<file path="config.mk">
export PLATFORM = sky130hd
export DESIGN_NAME = l1d_mshr_alloc_ctrl
export DESIGN_NICKNAME = d
export VERILOG_FILES = /design/src/rtl/l1d_package.sv /design/src/rtl/cmn_rr_arb.sv /design/src/rtl/l1d_mshr_alloc_ctrl.sv
export SDC_FILE = /design/constraint.sdc
export NUM_CORES = 1
export LEC_CHECK = 0
export BUFFER_PORTS_ARGS = -buffer_cell sky130_fd_sc_hd__clkbuf_2
export CORE_MARGIN = 3
export CORE_UTILIZATION = 45
export DETAILED_ROUTE_END_ITERATION = 6
export HOLD_SLACK_MARGIN = 0.06
export PLACE_DENSITY = 0.73
export RECOVER_POWER = 25
export SLEW_MARGIN = 0
export SYNTH_ARGS = -nofsm -noshare
export SYNTH_HDL_FRONTEND = slang
export SYNTH_SLANG_ARGS = --single-unit
</file>
<file path="constraint.sdc">
create_clock -name clk -period 2.8 [get_ports clk]
set_input_delay 0.28 -clock clk [delete_from_list [all_inputs] [get_ports clk]]
set_output_delay 0.28 -clock clk [all_outputs]
set_load 0.1 [all_outputs]
</file>
<file path="src/rtl/l1d_package.sv">
// L1D shared types and constants for the MSHR allocation path.
package l1d_package;

    localparam int L1D_MSHR_ENTRY_NUM = 8;
    localparam int L1D_MSHR_ID_WIDTH  = $clog2(L1D_MSHR_ENTRY_NUM);
    localparam int L1D_MSHR_REQ_NUM   = 3;

    localparam int L1D_REQ_LD = 0;
    localparam int L1D_REQ_ST = 1;
    localparam int L1D_REQ_PF = 2;

    typedef enum logic [1:0] {
        MSHR_FREE = 2'd0,
        MSHR_RSVD = 2'd1,
        MSHR_BUSY = 2'd2
    } mshr_state_e;

endpackage

</file>
<file path="src/rtl/cmn_rr_arb.sv">
// Round-robin arbiter: first valid requester at or after ptr wins.
module cmn_rr_arb #(
    parameter  int REQ_NUM = 3,
    localparam int PW      = (REQ_NUM > 1) ? $clog2(REQ_NUM) : 1
) (
    input  logic [REQ_NUM-1:0] vld_i,
    input  logic [PW-1:0]      ptr_i,
    output logic [REQ_NUM-1:0] gnt_oh_o,
    output logic [PW-1:0]      gnt_idx_o
);

    logic found;
    int   idx;

    always_comb begin
        gnt_oh_o  = '0;
        gnt_idx_o = '0;
        found     = 1'b0;
        idx       = 0;
        for (int off = 0; off < REQ_NUM; off++) begin
            idx = (int'(ptr_i) + off) % REQ_NUM;
            if (!found && vld_i[idx]) begin
                found          = 1'b1;
                gnt_oh_o[idx]  = 1'b1;
                gnt_idx_o      = PW'(idx);
            end
        end
    end

endmodule

</file>
<file path="src/rtl/l1d_mshr_alloc_ctrl.sv">
// MSHR entry lifecycle owner: feeds pre_allocator, hands its ids to
// miss requesters round-robin, and frees entries on refill release.
module l1d_mshr_alloc_ctrl
    import l1d_package::*;
#(
    parameter  int REQ_NUM = L1D_MSHR_REQ_NUM,
    localparam int PW      = (REQ_NUM > 1) ? $clog2(REQ_NUM) : 1,
    localparam int EN      = L1D_MSHR_ENTRY_NUM,
    localparam int IW      = L1D_MSHR_ID_WIDTH
) (
    input  logic               clk,
    input  logic               rst,
    input  logic [REQ_NUM-1:0] v_req_vld,
    output logic [REQ_NUM-1:0] v_req_rdy,
    output logic               rsp_vld,
    output logic [REQ_NUM-1:0] rsp_req_oh,
    output logic [IW-1:0]      rsp_id,
    output logic [EN-1:0]      v_pa_free_vld,
    input  logic [EN-1:0]      v_pa_free_rdy,
    input  logic               pa_id_vld,
    output logic               pa_id_rdy,
    input  logic [IW-1:0]      pa_id,
    input  logic               rel_vld,
    input  logic [IW-1:0]      rel_id,
    output logic [EN-1:0]      v_mshr_busy,
    output logic               mshr_full,
    output logic               err_rel
);

    mshr_state_e        state_q [EN];
    mshr_state_e        state_d [EN];
    logic [PW-1:0]      rr_ptr_q, rr_ptr_d;
    logic               rsp_vld_q, rsp_vld_d;
    logic [REQ_NUM-1:0] rsp_req_oh_q, rsp_req_oh_d;
    logic [IW-1:0]      rsp_id_q, rsp_id_d;
    logic               err_rel_q, err_rel_d;

    logic               grant;
    logic [REQ_NUM-1:0] arb_oh;
    logic [PW-1:0]      arb_idx;

    cmn_rr_arb #(.REQ_NUM(REQ_NUM)) u_arb (
        .vld_i     (v_req_vld),
        .ptr_i     (rr_ptr_q),
        .gnt_oh_o  (arb_oh),
        .gnt_idx_o (arb_idx)
    );

    assign grant     = pa_id_vld && (|v_req_vld);
    assign pa_id_rdy = grant;
    assign v_req_rdy = grant ? arb_oh : '0;

    always_comb begin
        v_pa_free_vld = '0;
        v_mshr_busy   = '0;
        for (int i = 0; i < EN; i++) begin
            v_pa_free_vld[i] = (state_q[i] == MSHR_FREE);
            v_mshr_busy[i]   = (state_q[i] == MSHR_BUSY);
        end
    end

    assign mshr_full = !pa_id_vld && (v_pa_free_vld == '0);

    // Grant forces BUSY even on an illegal id so the entry cannot leak.
    always_comb begin
        for (int i = 0; i < EN; i++) begin
            state_d[i] = state_q[i];
            if (state_q[i] == MSHR_FREE && v_pa_free_rdy[i])
                state_d[i] = MSHR_RSVD;
            if (grant && pa_id == IW'(i))
                state_d[i] = MSHR_BUSY;
            if (rel_vld && rel_id == IW'(i) && state_q[i] == MSHR_BUSY)
                state_d[i] = MSHR_FREE;
        end
    end

    always_comb begin
        rr_ptr_d     = rr_ptr_q;
        rsp_vld_d    = grant;
        rsp_req_oh_d = rsp_req_oh_q;
        rsp_id_d     = rsp_id_q;
        err_rel_d    = err_rel_q;
        if (grant) begin
            rr_ptr_d     = (arb_idx == PW'(REQ_NUM - 1)) ? '0 : arb_idx + PW'(1);
            rsp_req_oh_d = arb_oh;
            rsp_id_d     = pa_id;
        end
        if (rel_vld && state_q[rel_id] != MSHR_BUSY)
            err_rel_d = 1'b1;
    end

    always_ff @(posedge clk) begin
        if (rst) begin
            for (int i = 0; i < EN; i++)
                state_q[i] <= MSHR_FREE;
            rr_ptr_q     <= '0;
            rsp_vld_q    <= 1'b0;
            rsp_req_oh_q <= '0;
            rsp_id_q     <= '0;
            err_rel_q    <= 1'b0;
        end else begin
            state_q      <= state_d;
            rr_ptr_q     <= rr_ptr_d;
            rsp_vld_q    <= rsp_vld_d;
            rsp_req_oh_q <= rsp_req_oh_d;
            rsp_id_q     <= rsp_id_d;
            err_rel_q    <= err_rel_d;
        end
    end

    always_ff @(posedge clk) begin
        if (!rst && grant)
            assert (state_q[pa_id] == MSHR_RSVD);
    end

    assign rsp_vld    = rsp_vld_q;
    assign rsp_req_oh = rsp_req_oh_q;
    assign rsp_id     = rsp_id_q;
    assign err_rel    = err_rel_q;

endmodule

</file>
* Yosys cells after proc, flatten, opt, wreduce, memory -nomap -nowiden
Cells that the tools add are included.
Storage, ports and cells: bits in registers 26, output and inout port bits 29, word-level logic and storage cells 184
Operators by class: $add $sub $neg 3, div/mod/pow operators 3, order comparisons 7, equality and inequality tests 24, muxes and demuxes 44, bitwise logic cells 3, reductions and logical operators 79
Operators with widths (count):
- $ge A32 B1 Y1 const B | 3
- $lt A32 B4 Y1 const B | 3
- $mod A32 B3 Y32 const B | 2
- $mux W2 | 22
- $logic_and A1 B1 Y1 | 40
- $mod A3 B3 Y32 const B | 1
- $reduce_or A3 Y1 | 9
- $eq A3 B3 Y1 const B | 8
- $eq A2 B2 Y1 const B | 9
- $logic_not A2 Y1 | 8
- $reduce_bool A2 Y1 | 8
- $reduce_or A2 Y1 | 8
- $eq A3 B2 Y1 const B | 4
- $mux W3 | 4
- $mux W1 | 11
- $logic_not A8 Y1 | 1
- $bmux W1 S2 | 3
- $bmux W2 S3 | 1
- $demux W1 S2 | 3
- $eq A3 B1 Y1 const B | 2
- $logic_not A3 Y1 | 2
- $or A3 B3 Y3 | 2
- $ge A4 B4 Y1 const B | 1
- $not A3 Y4 | 1
- other kinds (5) | 7

* Depth between registers and ports, before layout
Gate-level depths: netlist of the first run.
word-level depth 13, depth in mapped cells 8

* Modules after synthesis
From an unflattened synthesis of the first run, not the netlist that was laid out.
Second synthesis, totals: cells, all modules 201, area total of the unflattened synthesis 1512.7 µm²
By module, submodules not included:
- l1d_mshr_alloc_ctrl | instances 1, cells an instance 149, area each 1179.9 µm², sequential area each 520.5 µm²
- cmn_rr_arb | instances 1, cells an instance 52, area each 332.8 µm², sequential area each 0.0 µm²

* Least setup slack after synthesis of the first run
OpenSTA, ideal clock, no wires.
path type flip-flop to output port, from reg state_q[15] (netlist bit), to out mshr_full, arrival time 4.317 ns, data required time 2.520 ns, slack -1.797 ns, stages on the path, launching flop included 4, cells stage by stage dfxtp_1 nor2_1 or4b_2 nor4_1
On the way: word-level cells in the longest chain between the ends 3
Ends and longest elaborated chain:
- from (decl) | RTL line l1d_mshr_alloc_ctrl.sv:30 | mshr_state_e state_q [EN];
- from (signal assigned) | RTL line l1d_mshr_alloc_ctrl.sv:102 | state_q <= state_d;
- $logic_not A2 Y1 | RTL line l1d_mshr_alloc_ctrl.sv:57 | v_pa_free_vld[i] = (state_q[i] == MSHR_FREE);
- via v_pa_free_vld[0] | RTL line l1d_mshr_alloc_ctrl.sv:18 | output logic [EN-1:0] v_pa_free_vld,
- $logic_not A8 Y1 | RTL line l1d_mshr_alloc_ctrl.sv:62 | assign mshr_full = !pa_id_vld && (v_pa_free_vld == '0);
- $logic_and A1 B1 Y1 | RTL line l1d_mshr_alloc_ctrl.sv:62
- to (decl) | RTL line l1d_mshr_alloc_ctrl.sv:26 | output logic mshr_full,
The timed path passes the listed nets, and every way through them passes these cells.

* Worst setup path after layout of the first run
from reg rr_ptr_q[1], to out v_req_rdy[1]
On the way: word-level cells in the longest chain between the ends 12
Ends and longest elaborated chain:
- from (decl) | RTL line l1d_mshr_alloc_ctrl.sv:32 | logic [PW-1:0] rr_ptr_q, rr_ptr_d;
- from (signal assigned) | RTL line l1d_mshr_alloc_ctrl.sv:103 | rr_ptr_q <= rr_ptr_d;
- branches (longest 10 deep; another with $mod A32 B3 Y32)
- $mux W3 * | RTL line cmn_rr_arb.sv:22 | if (!found && vld_i[idx]) begin
- $mux W3 * | RTL line l1d_mshr_alloc_ctrl.sv:51 | assign v_req_rdy = grant ? arb_oh : '0;
- to (decl) | RTL line l1d_mshr_alloc_ctrl.sv:14 | output logic [REQ_NUM-1:0] v_req_rdy,
Mark *: on every way between the ends. The select of a mux whose other input is x is not followed.

==> impl_metrics.csv, run 1 <==
group,metric,value,unit
status,run_status,"completed",
timing,fin_ws,0.165,ns
run,maxCapViolCount,0,
place,finalWeightedCongestion,0.830,
yosys,ys.flop_type,"dfxtp_1",
timing,hold_viol,0,
die,fp.dieH,63.5,um
pwr,p_switching,509,uW
die,dieArea,4030,um2
setup_path,crit_path_start,"rr_ptr_q[1]$_SDFFE_PP0P_",
global_routing,antenna_found_initial,0,
pwr,pwr-share-clk,22.6,%
clock_tree,cts_tree,"yes",
timing,finalCriticalPeriod,2.63,ns
drt,drt_first_pass_iters,4,
timing,skew,0.00580,ns
global_routing,grt_max_degree,24,
place,hpwl,2.85,mm
die,start_util,48.0,%
clock_tree,root_buffer,"clkbuf_4",
pwr,leakage,0.000817,uW
global_routing,grt_pass1_vias,1380,
cells_and_area,fin_nets,262,
setup_path,r2r-start,"rr_ptr_q[1]$_SDFFE_PP0P_",
setup_path,start_kind,"flop",
cells_and_area,final_common_cell,"clkbuf_2",
yosys,muxShareOfSynthArea,5.71,%
cells_and_area,antenna_cells,0,
die,dieWidth,63.5,um
clock_tree,postCtsSetupBuffers,0,
global_routing,grt-ovfl-total,0,
pwr,power,1170,uW
yosys,synth_compound_area_share,21.2,%
drt,wl_met2,1.63,mm
timing,max_slew.worst_pin.slew,0.546,ns
pwr,ir_drop,293,uV
drt,via_per_inst,5.34,
die,ios,50,
yosys,syn-instance-count,188,
drt,via_count,1494,
timing,relSlewSlack,63.8,%
place,post-place-ws,0.257,ns
yosys,yosys_warnings,0,
cells_and_area,drive_above_1_share,30.9,%
die,coreArea,3100,um2
yosys,synth_top_area_share,35.0,%
cells_and_area,areaGrowthSynthToFinish,27.7,%
setup_path,reg2reg_slack,0.62,ns
yosys,syn_area,1490,um2
pwr,p_int,663,uW
clock_tree,h-tree-depth,1,
pwr,p_per_area,616,nW/um2
clock_tree,numCtsBuffers,3,
yosys,synth_adder_area_share,3.36,%
timing,slew_violations,0,
cells_and_area,n_fill_cell,316,
setup_path,crit_type,"flop to output port",
pwr,pwr-share-seq,35.8,%
clock_tree,insertion_delay,0.33,ns
drt,highest_layer,"met4",
setup_path,slowest_stage,"dfxtp_1",
clock_tree,cts.sink_count,26,
drt,wl_met1,1.81,mm
yosys,ys_top_cells_by_area,"dfxtp_1, nor2_1, a21oi_1",
clock_tree,postCtsHoldBufs,0,
setup_path,path_cells,"inv_1 > ha_1 > mux2i_1 > nand4b_1 > o21ai_1 > a31oi_1 > a21oi_2 > buf_4",
yosys,synth_cell_type_count,37,
drt,first_iter_violations,124,
yosys,synth_edf_count,0,
yosys,synth_top_family_by_area,"simple AND/OR/NAND/NOR gates",
yosys,synth_nets,213,
min_path,hp-start,"rel_vld",
clock_tree,clockBufferDepth,2,
yosys,yosys_register_bits,26,
timing,fmax,380,MHz
die,row_count,20,
setup_path,rr_endpoint,"rr_ptr_q[1]$_SDFFE_PP0P_",
yosys,syn-mean-instance-area,7.92,um2
setup_path,cp.arrival,2.35,ns
place,io_buffers,49,
timing,fin_tns_setup,0,ns
drt,wirelength,3.66,mm
drt,wl_per_cell,13.1,um
timing,finalSetupViolCount,0,
setup_path,cp.required,2.52,ns
setup_path,rr_worst_depth,7,
cells_and_area,final_core_util,61.3,%
drt,route.met3.wl,183,um
yosys,synth-xor-area-share,0,%
yosys,synth_top_area_cell,"dfxtp_1",
drt,drc,0,
drt,final_antenna_net_count,0,
pwr,p_comb_share,41.6,%
pwr,swShare,43.4,%
min_path,hp-class,"input pin to flop",
yosys,yosys.area_share.simple,28.2,%
global_routing,grt_first_pass_wirelength,6.22,mm
clock_tree,clkTransAtPathRegs,0.15,ns
setup_path,path_max_fanout,11,
setup_path,cpPeakStageDelay,0.37,ns
yosys,postSynth.asyncResetShare,0,%
setup_path,worstSetupEndpoint,"v_req_rdy[1]",
timing,rsz0062_at_grt,"false",
setup_path,setup.worst_path.end_class,"output port",
timing,fin_crit_sh,94.1,%
global_routing,grt_usage,18.7,%
yosys,synth-seq-area-share,35.0,%
cells_and_area,layout.cells.most_common_list,"clkbuf_2, nor2_1, dfxtp_1",
worst min-delay path by stage:
stage | cells past startpoint | endpoint
2_1_floorplan | 1 | state_q[1]$_SDFFE_PP0P_
3_3_place_gp | 2 | rsp_req_oh[2]$_SDFFE_PP0P_
3_5_place_dp | 2 | rsp_id[1]$_SDFFE_PP0P_
4_1_cts | 3 | err_rel$_SDFFE_PP0P_
5_1_grt | 3 | state_q[14]$_SDFFE_PP0P_
6_report | 3 | err_rel$_SDFFE_PP0P_
sequential cells by signal (all words and copies together), names as in the netlist:
| register | flops |
|---|---|
| rsp_vld | 1 |
| rsp_req_oh | 3 |
| err_rel | 1 |
| rsp_id | 3 |
| rr_ptr_q | 2 |
| state_q | 16 |
what timing repair did:
item,CTS,global route
gates cloned,0,0
resized for setup,1,5
pin swaps,0,1
setup endpoints to repair,1,2
metal layers:
layer / GRT usage (%) / up-vias
met5: 0 / -
met4: 4.58 / 0
met3: 2.85 / 6
met2: 29.7 / 46
met1: 26.3 / 676
li1: - / 766
cell families after synthesis:
family | count (synthesis)
flops | 26
fa+ha+maj | 4
simple gates | 82
mux | 6
buf+inv | 25
compound gates | 45
worst max-delay path, delay by kind of cell (launching register included):
| kind | cells | cell delay, ns |
|---|---|---|
| AND/OR/NAND/NOR | 1 | 0.12 |
| AO/OA/AOI/OAI | 3 | 0.53 |
| flip-flops | 1 | 0.37 |
| multiplexers | 1 | 0.28 |
| buffers and inverters | 2 | 0.39 |
| adder cells (fa/ha/maj) | 1 | 0.35 |
area by class of cell:
type | instances | area (um2) | area share [%]
clock buffers | 3 | 22.5 | 1.18
well taps | 44 | 55.1 | 2.89
repair buffers | 51 | 264 | 13.9
multi-input cells | 137 | 935 | 49.1
inverters | 18 | 67.6 | 3.55
clock inverters | 1 | 30.0 | 1.58
flip-flops and latches | 26 | 528 | 27.8
through the flow:
stage	area (um2)	cells	hold slack, ns
finish	1900	280	0.194
global placement	1830	276	0.446
floorplan	1540	188	0.352
detailed placement	1830	276	0.449
global route	1900	280	0.201
CTS	1890	280	0.189
Yosys cell counts (2+ instances only):
cell and n:
a21oi_1 16, mux2i_1 4, o31ai_1 3, dfxtp_1 26, nor4_1 2, nor2_1 26, nand3b_1 3, nand2b_1 5
nor2b_1 11, inv_1 17, nor3_1 11, ha_1 4, mux4_2 2, buf_2 4, a311oi_1 9, and2_1 3
o21ai_0 2, nand2_1 14, clkbuf_1 3, a31oi_1 6
power groups by stage:
stage | combinational, uW | clock [uW] | sequential [uW]
global route | 518 | 291 | 423
detailed placement | 475 | 0 | 427
finish | 487 | 265 | 419
CTS | 480 | 268 | 419
global placement | 473 | 0 | 427
floorplan | 327 | 0 | 487
No activity file was read; power rests on OpenSTA's default activity.
==> run 2: changes to the inputs <==
- PLACE_DENSITY: 0.73 -> 0.72
- SYNTH_HIERARCHICAL: not set -> 1
==> run 2 against run 1 <==
  * Non-clock buffer count shrank 1
  * Global-route usage grew 0.28 points
  * Clock skew grew 0.0064 ns
  * Clock-buffer cell count is the same
  * Highest routed layer unchanged
  * Synthesized cell count grew 6.9%
  * Setup slack gained 0.0082 ns
  * Largest power group unchanged
==> impl_metrics.csv, run 2 <==
group,metric,value,unit
status,run_status,"completed",
die,dieArea,4090,um2
setup_path,crit_path_frequent_cell,"inv_1",
yosys,synthTopCellsByCount,"nor2_1, dfxtp_1, a21oi_1, inv_1, nand2_1",
cells_and_area,antenna_cells,0,
cells_and_area,layout.cells.most_common_list,"clkbuf_2, nor2_1, a21oi_1",
clock_tree,clkTransAtPathRegs,0.15,ns
cells_and_area,fin_cells,289,
global_routing,antenna_found_initial,0,
cells_and_area,multi_input_area,882,um2
yosys,synth_top_area_cell,"dfxtp_1",
setup_path,slowest_stage,"or3b_1",
place,dp_cells,285,
global_routing,grt_first_pass_wirelength,6.33,mm
place,io_buffers,49,
yosys,yosys_register_bits,26,
clock_tree,h-tree-depth,1,
setup_path,cpPeakStageDelay,0.41,ns
yosys,synth_cell_type_count,44,
setup_path,rr_endpoint,"rr_ptr_q[0]$_SDFFE_PP0P_",
setup_path,crit_type,"flop to output port",
setup_path,setup.worst_path.end_class,"output port",
yosys,postSynth.asyncResetShare,0,%
place,finalWeightedCongestion,0.901,
timing,max_slew.worst_pin.slew,0.692,ns
cells_and_area,n_fill_cell,305,
global_routing,grt-ovfl-total,0,
drt,wl_per_cell,12.7,um
timing,finalSetupViolCount,0,
drt,route.met3.wl,228,um
yosys,synth_top_family_by_area,"simple AND/OR/NAND/NOR gates",
clock_tree,cts.sink_count,26,
drt,wirelength,3.68,mm
timing,slew_violations,0,
clock_tree,clockBufferDepth,2,
setup_path,path_delay_family,"simple AND/OR/NAND/NOR gates",
global_routing,grt_max_degree,27,
setup_path,cp_num_buf_inv,3,
setup_path,cp.arrival,2.35,ns
yosys,synth-xor-area-share,0,%
cells_and_area,final_common_cell,"clkbuf_2",
setup_path,cp.required,2.52,ns
clock_tree,cts_tree,"yes",
min_path,hp-start,"v_pa_free_rdy[4]",
min_path,holdPathStages,3,
yosys,synth_top_area_share,34.4,%
yosys,syn-mean-instance-area,7.53,um2
global_routing,grt_usage,19.0,%
timing,relSlewSlack,53.4,%
timing,finalCriticalPeriod,2.63,ns
timing,hold_slack,0.233,ns
drt,highest_layer,"met4",
setup_path,reg2reg_slack,0.71,ns
die,start_util,48.4,%
timing,fin_ws,0.173,ns
timing,hold_viol,0,
yosys,synth_compound_area_share,24.1,%
drt,wl_met2,1.75,mm
cells_and_area,areaGrowthSynthToFinish,22.7,%
drt,wl_met1,1.66,mm
min_path,hp-class,"input pin to flop",
pwr,leakage,0.000799,uW
drt,final_antenna_net_count,0,
drt,via_per_inst,5.42,
yosys,synth_edf_count,0,
yosys,ys.flop_type,"dfxtp_1",
timing,skew,0.0122,ns
yosys,synth-seq-area-share,34.4,%
cells_and_area,final_area,1860,um2
setup_path,r2r-start,"rr_ptr_q[1]$_SDFFE_PP0P_",
die,coreArea,3130,um2
yosys,yosys.area_share.simple,27.5,%
setup_path,path_cells,"inv_1 > ha_2 > or3b_1 > o22ai_1 > nand3_1 > a31oi_1 > nand2_1 > inv_1 > buf_12",
place,post-place-ws,0.418,ns
setup_path,start_kind,"flop",
die,row_count,20,
global_routing,grt_pass1_vias,1380,
cells_and_area,final_core_util,59.3,%
pwr,ir_drop,374,uV
yosys,syn-instance-count,201,
run,maxCapViolCount,0,
cells_and_area,regMostFlops,"state_q",
yosys,synth_adder_area_share,3.31,%
min_path,holdPathEnd,"state_q[6]$_SDFFE_PP0P_",
yosys,post-synth-top-count-cell,"nor2_1",
cells_and_area,drive_above_1_share,26.9,%
timing,fmax,381,MHz
drt,via_count,1566,
place,placed_area,1810,um2
clock_tree,numCtsBuffers,3,
clock_tree,insertion_delay,0.32,ns
die,fp.dieH,64.0,um
timing,fin_crit_sh,93.8,%
clock_tree,root_buffer,"clkbuf_4",
pwr,p_per_area,627,nW/um2
yosys,ys_top_cells_by_area,"dfxtp_1, a21oi_1, nor2_1",
place,hpwl,2.82,mm
setup_path,rr_worst_depth,9,
setup_path,path_max_fanout,10,
yosys,synth_nets,226,
drt,drt_first_pass_iters,4,
drt,drc,0,
yosys,muxShareOfSynthArea,2.73,%
cells_and_area,register_area,529,um2
cells_and_area,fin_nets,271,
die,dieWidth,64.0,um
cells_and_area,largest_reg_flops,16,
yosys,syn_area,1510,um2
clock_tree,postCtsSetupBuffers,0,
drt,first_iter_violations,68,
yosys,yosys_warnings,6,
die,ios,50,
run 2: changes by cell type in the layout (fill, tap and decap cells not counted), moves of 5 or more:
cell      change
a21oi_1       +8
a311oi_1      -5
nor2b_1       -6
o21ai_0       +6
run 2: layer usage:
metal | track usage, % | vias to the layer above
met1 | 24.4 | 721
li1 | - | 800
met3 | 3.87 | 4
met2 | 31.7 | 41
met5 | 0 | -
met4 | 5.66 | 0
run 2: per-stage QoR:
step	TNS (ns)	power, uW
CTS	0	1170
detailed placement	0	917
floorplan	-1.36	829
global placement	0	915
global route	-0.00178	1230
finish	0	1160
run 2: layout make-up:
cell class	count	area share (%)
multi-input cells	147	47.5
flip-flops and latches	26	28.5
repair buffers	50	14.5
inverters	18	3.64
well taps	44	2.97
clock inverters	1	1.62
clock buffers	3	1.21
run 2: worst max path at each step:
stage / startpoint / end / slack, ns / cells after the start
after floorplan: state_q[11]$_SDFFE_PP0P_ / mshr_full / -1.36 / 4
after global placement: rr_ptr_q[0]$_SDFFE_PP0P_ / v_req_rdy[1] / 0.44 / 9
after detailed placement: rr_ptr_q[0]$_SDFFE_PP0P_ / v_req_rdy[0] / 0.42 / 9
after CTS: rr_ptr_q[0]$_SDFFE_PP0P_ / v_req_rdy[1] / 0.03 / 9
after global routing: rr_ptr_q[1]$_SDFFE_PP0P_ / v_req_rdy[0] / -0.002 / 9
final: rr_ptr_q[0]$_SDFFE_PP0P_ / v_req_rdy[0] / 0.17 / 9
run 2: worst register-to-register path, stage by stage (launching register included):
cell      delay (ns)
dfxtp_1         0.36
inv_1           0.10
ha_2            0.31
mux2_2          0.36
mux2i_1         0.28
o211ai_1        0.17
o21ai_0         0.14
nor3_1          0.08
a21oi_1         0.13
nor2_1          0.05
run 2: kinds of logic (layout without fill, tap and decap cells):
logic type | after synthesis | count (layout)
compound gates | 57 | 57
fa+ha+maj | 4 | 4
buf+inv | 28 | 72
flops | 26 | 26
mux | 4 | 4
simple gates | 82 | 82
run 2: repair_timing:
| action | 4_1_cts | 5_1_grt |
|---|---|---|
| gates resized for setup | 0 | 5 |
| setup endpoints to repair | 0 | 3 |
| hold buffers | 0 | 0 |
| endpoints found under the hold margin | 0 | 0 |
run 2: report_power, final:
part           internal (uW)  switching, uW
Sequential               398           23.8
Clock                    145            110
Combinational            121            367
==> run 3: changes to the inputs <==
- CORE_MARGIN: 3 -> not set
==> run 3 against run 2 <==
  * Final cell count is the same
  * Power grew 0.37%
  * Non-clock buffer count stayed put
  * Sequential power is essentially flat
  * Die area fell by 12%
  * Global-route usage increased by 1.8 points
  * Critical path type unchanged
==> impl_metrics.csv, run 3 (synthesis results as in run 2) <==
group,metric,value,unit
setup_path,reg2reg_slack,0.73,ns
setup_path,path_max_fanout,10,
timing,max_slew.worst_pin.slew,0.889,ns
status,run_status,"completed",
setup_path,crit_path_start,"rr_ptr_q[0]$_SDFFE_PP0P_",
place,dp_cells,285,
run,maxCapViolCount,0,
drt,first_iter_violations,66,
global_routing,grt_max_degree,27,
cells_and_area,antenna_cells,0,
pwr,p_switching,506,uW
die,start_util,48.4,%
global_routing,antenna_found_initial,0,
pwr,ir_drop,447,uV
pwr,power,1170,uW
die,fp.dieH,60.0,um
cells_and_area,drive_above_1_share,27.3,%
cells_and_area,layout.cells.most_common_list,"clkbuf_2, nor2_1, a21oi_1",
die,row_count,20,
clock_tree,root_buffer,"clkbuf_4",
timing,relSlewSlack,40.2,%
cells_and_area,n_fill_cell,321,
clock_tree,postCtsHoldBufs,0,
timing,hold_viol,0,
clock_tree,clkTransAtPathRegs,0.15,ns
setup_path,cp.arrival,2.31,ns
die,coreArea,3130,um2
clock_tree,postCtsSetupBuffers,0,
timing,hold_slack,0.227,ns
cells_and_area,regMostFlops,"state_q",
pwr,swShare,43.3,%
global_routing,grt_usage,20.7,%
drt,final_antenna_net_count,0,
timing,fin_tns_setup,0,ns
min_path,hp-class,"input pin to flop",
timing,slew_violations,0,
setup_path,worstSetupEndpoint,"v_req_rdy[0]",
pwr,leakage,0.000797,uW
setup_path,rr_endpoint,"rr_ptr_q[0]$_SDFFE_PP0P_",
setup_path,cp.required,2.52,ns
setup_path,path_cells,"inv_1 > ha_2 > or3b_1 > o22ai_1 > nand3_1 > a31oi_1 > nand2_1 > inv_1 > buf_12",
setup_path,start_kind,"flop",
drt,drt_first_pass_iters,4,
setup_path,r2r-start,"rr_ptr_q[1]$_SDFFE_PP0P_",
timing,finalSetupViolCount,0,
clock_tree,h-tree-depth,1,
die,dieArea,3600,um2
setup_path,rr_worst_depth,9,
pwr,p_per_area,631,nW/um2
pwr,p_comb_share,41.5,%
timing,fmax,386,MHz
pwr,pwr-share-clk,22.4,%
pwr,pwr-share-seq,36.1,%
timing,fin_crit_sh,92.5,%
setup_path,slowest_stage,"or3b_1",
drt,wl_per_cell,12.7,um
setup_path,setup.worst_path.end_class,"output port",
cells_and_area,fin_cells,289,
setup_path,crit_path_frequent_cell,"inv_1",
setup_path,cpPeakStageDelay,0.42,ns
die,ios,50,
clock_tree,clockBufferDepth,2,
drt,via_per_inst,5.33,
clock_tree,cts_tree,"yes",
min_path,holdPathStages,3,
global_routing,grt_pass1_vias,1277,
clock_tree,cts_resized,0,
clock_tree,insertion_delay,0.32,ns
global_routing,grt_first_pass_wirelength,5.64,mm
drt,via_count,1539,
die,dieWidth,60.0,um
timing,skew,0.0115,ns
drt,drc,0,
timing,rsz0062_at_grt,"true",
timing,finalCriticalPeriod,2.59,ns
clock_tree,cts.sink_count,26,
place,io_buffers,49,
drt,wirelength,3.66,mm
global_routing,grt-ovfl-total,0,
place,hpwl,2.73,mm
pwr,p_int,662,uW
cells_and_area,final_common_cell,"clkbuf_2",
cells_and_area,fin_nets,271,
cells_and_area,areaGrowthSynthToFinish,22.4,%
clock_tree,numCtsBuffers,3,
cells_and_area,largest_reg_flops,16,
setup_path,crit_type,"flop to output port",
place,finalWeightedCongestion,0.898,
-- run 3: cell counts in the layout (fill, tap and decap cells not counted) --
No cell type changed its count.
-- run 3: routing by layer --
layer	global-route usage, %	part of all wire (%)
met1	25.8	47
met2	36.5	48
met3	3.68	5.0
met4	5.65	0.79
met5	0	0
-- run 3: how the worst min path moves through the flow --
stage                               startpoint                    endpoint  slack (ns)
CTS                           v_pa_free_rdy[4]     state_q[6]$_SDFFE_PP0P_        0.22
global route                  v_pa_free_rdy[4]     state_q[6]$_SDFFE_PP0P_        0.23
global placement        rsp_id[2]$_SDFFE_PP0P_      rsp_id[2]$_SDFFE_PP0P_        0.45
floorplan                             pa_id[2]     state_q[2]$_SDFFE_PP0P_        0.40
detailed placement  rsp_req_oh[2]$_SDFFE_PP0P_  rsp_req_oh[2]$_SDFFE_PP0P_        0.45
finish                        v_pa_free_rdy[4]     state_q[6]$_SDFFE_PP0P_        0.23
-- run 3: through the flow --
step                cell area (um2)  utilization [%]  setup WS, ns
global route                   1850             59.2      -0.00715
CTS                            1870             59.7        0.0646
global placement               1810             58.0         0.488
floorplan                      1540                -         -1.36
finish                         1850             59.2         0.211
detailed placement             1810             58.0         0.449
-- run 3: power groups by stage --
stage,registers (uW),clock network (uW),logic (uW)
2_1_floorplan,491,0,338
3_3_place_gp,428,0,483
3_5_place_dp,429,0,486
4_1_cts,421,268,487
5_1_grt,426,284,520
6_report,422,261,485
-- run 3: critical path: cells and delay by family (launching register included) --
| kind | cells | cell delay, ns |
|---|---|---|
| simple gates | 3 | 0.59 |
| buf+inv | 3 | 0.34 |
| compound gates | 2 | 0.34 |
| flops | 1 | 0.38 |
| fa+ha+maj | 1 | 0.35 |
-- run 3: layout make-up --
type                       count  area (um2)  area share, %
multi-input combinational    147         882           47.6
sequential                    26         529           28.6
timing repair buffer          50         265           14.3
inverter                      18        67.6           3.65
tap                           44        55.1           2.97
clock inverter                 1        30.0           1.62
clock buffer                   3        22.5           1.22
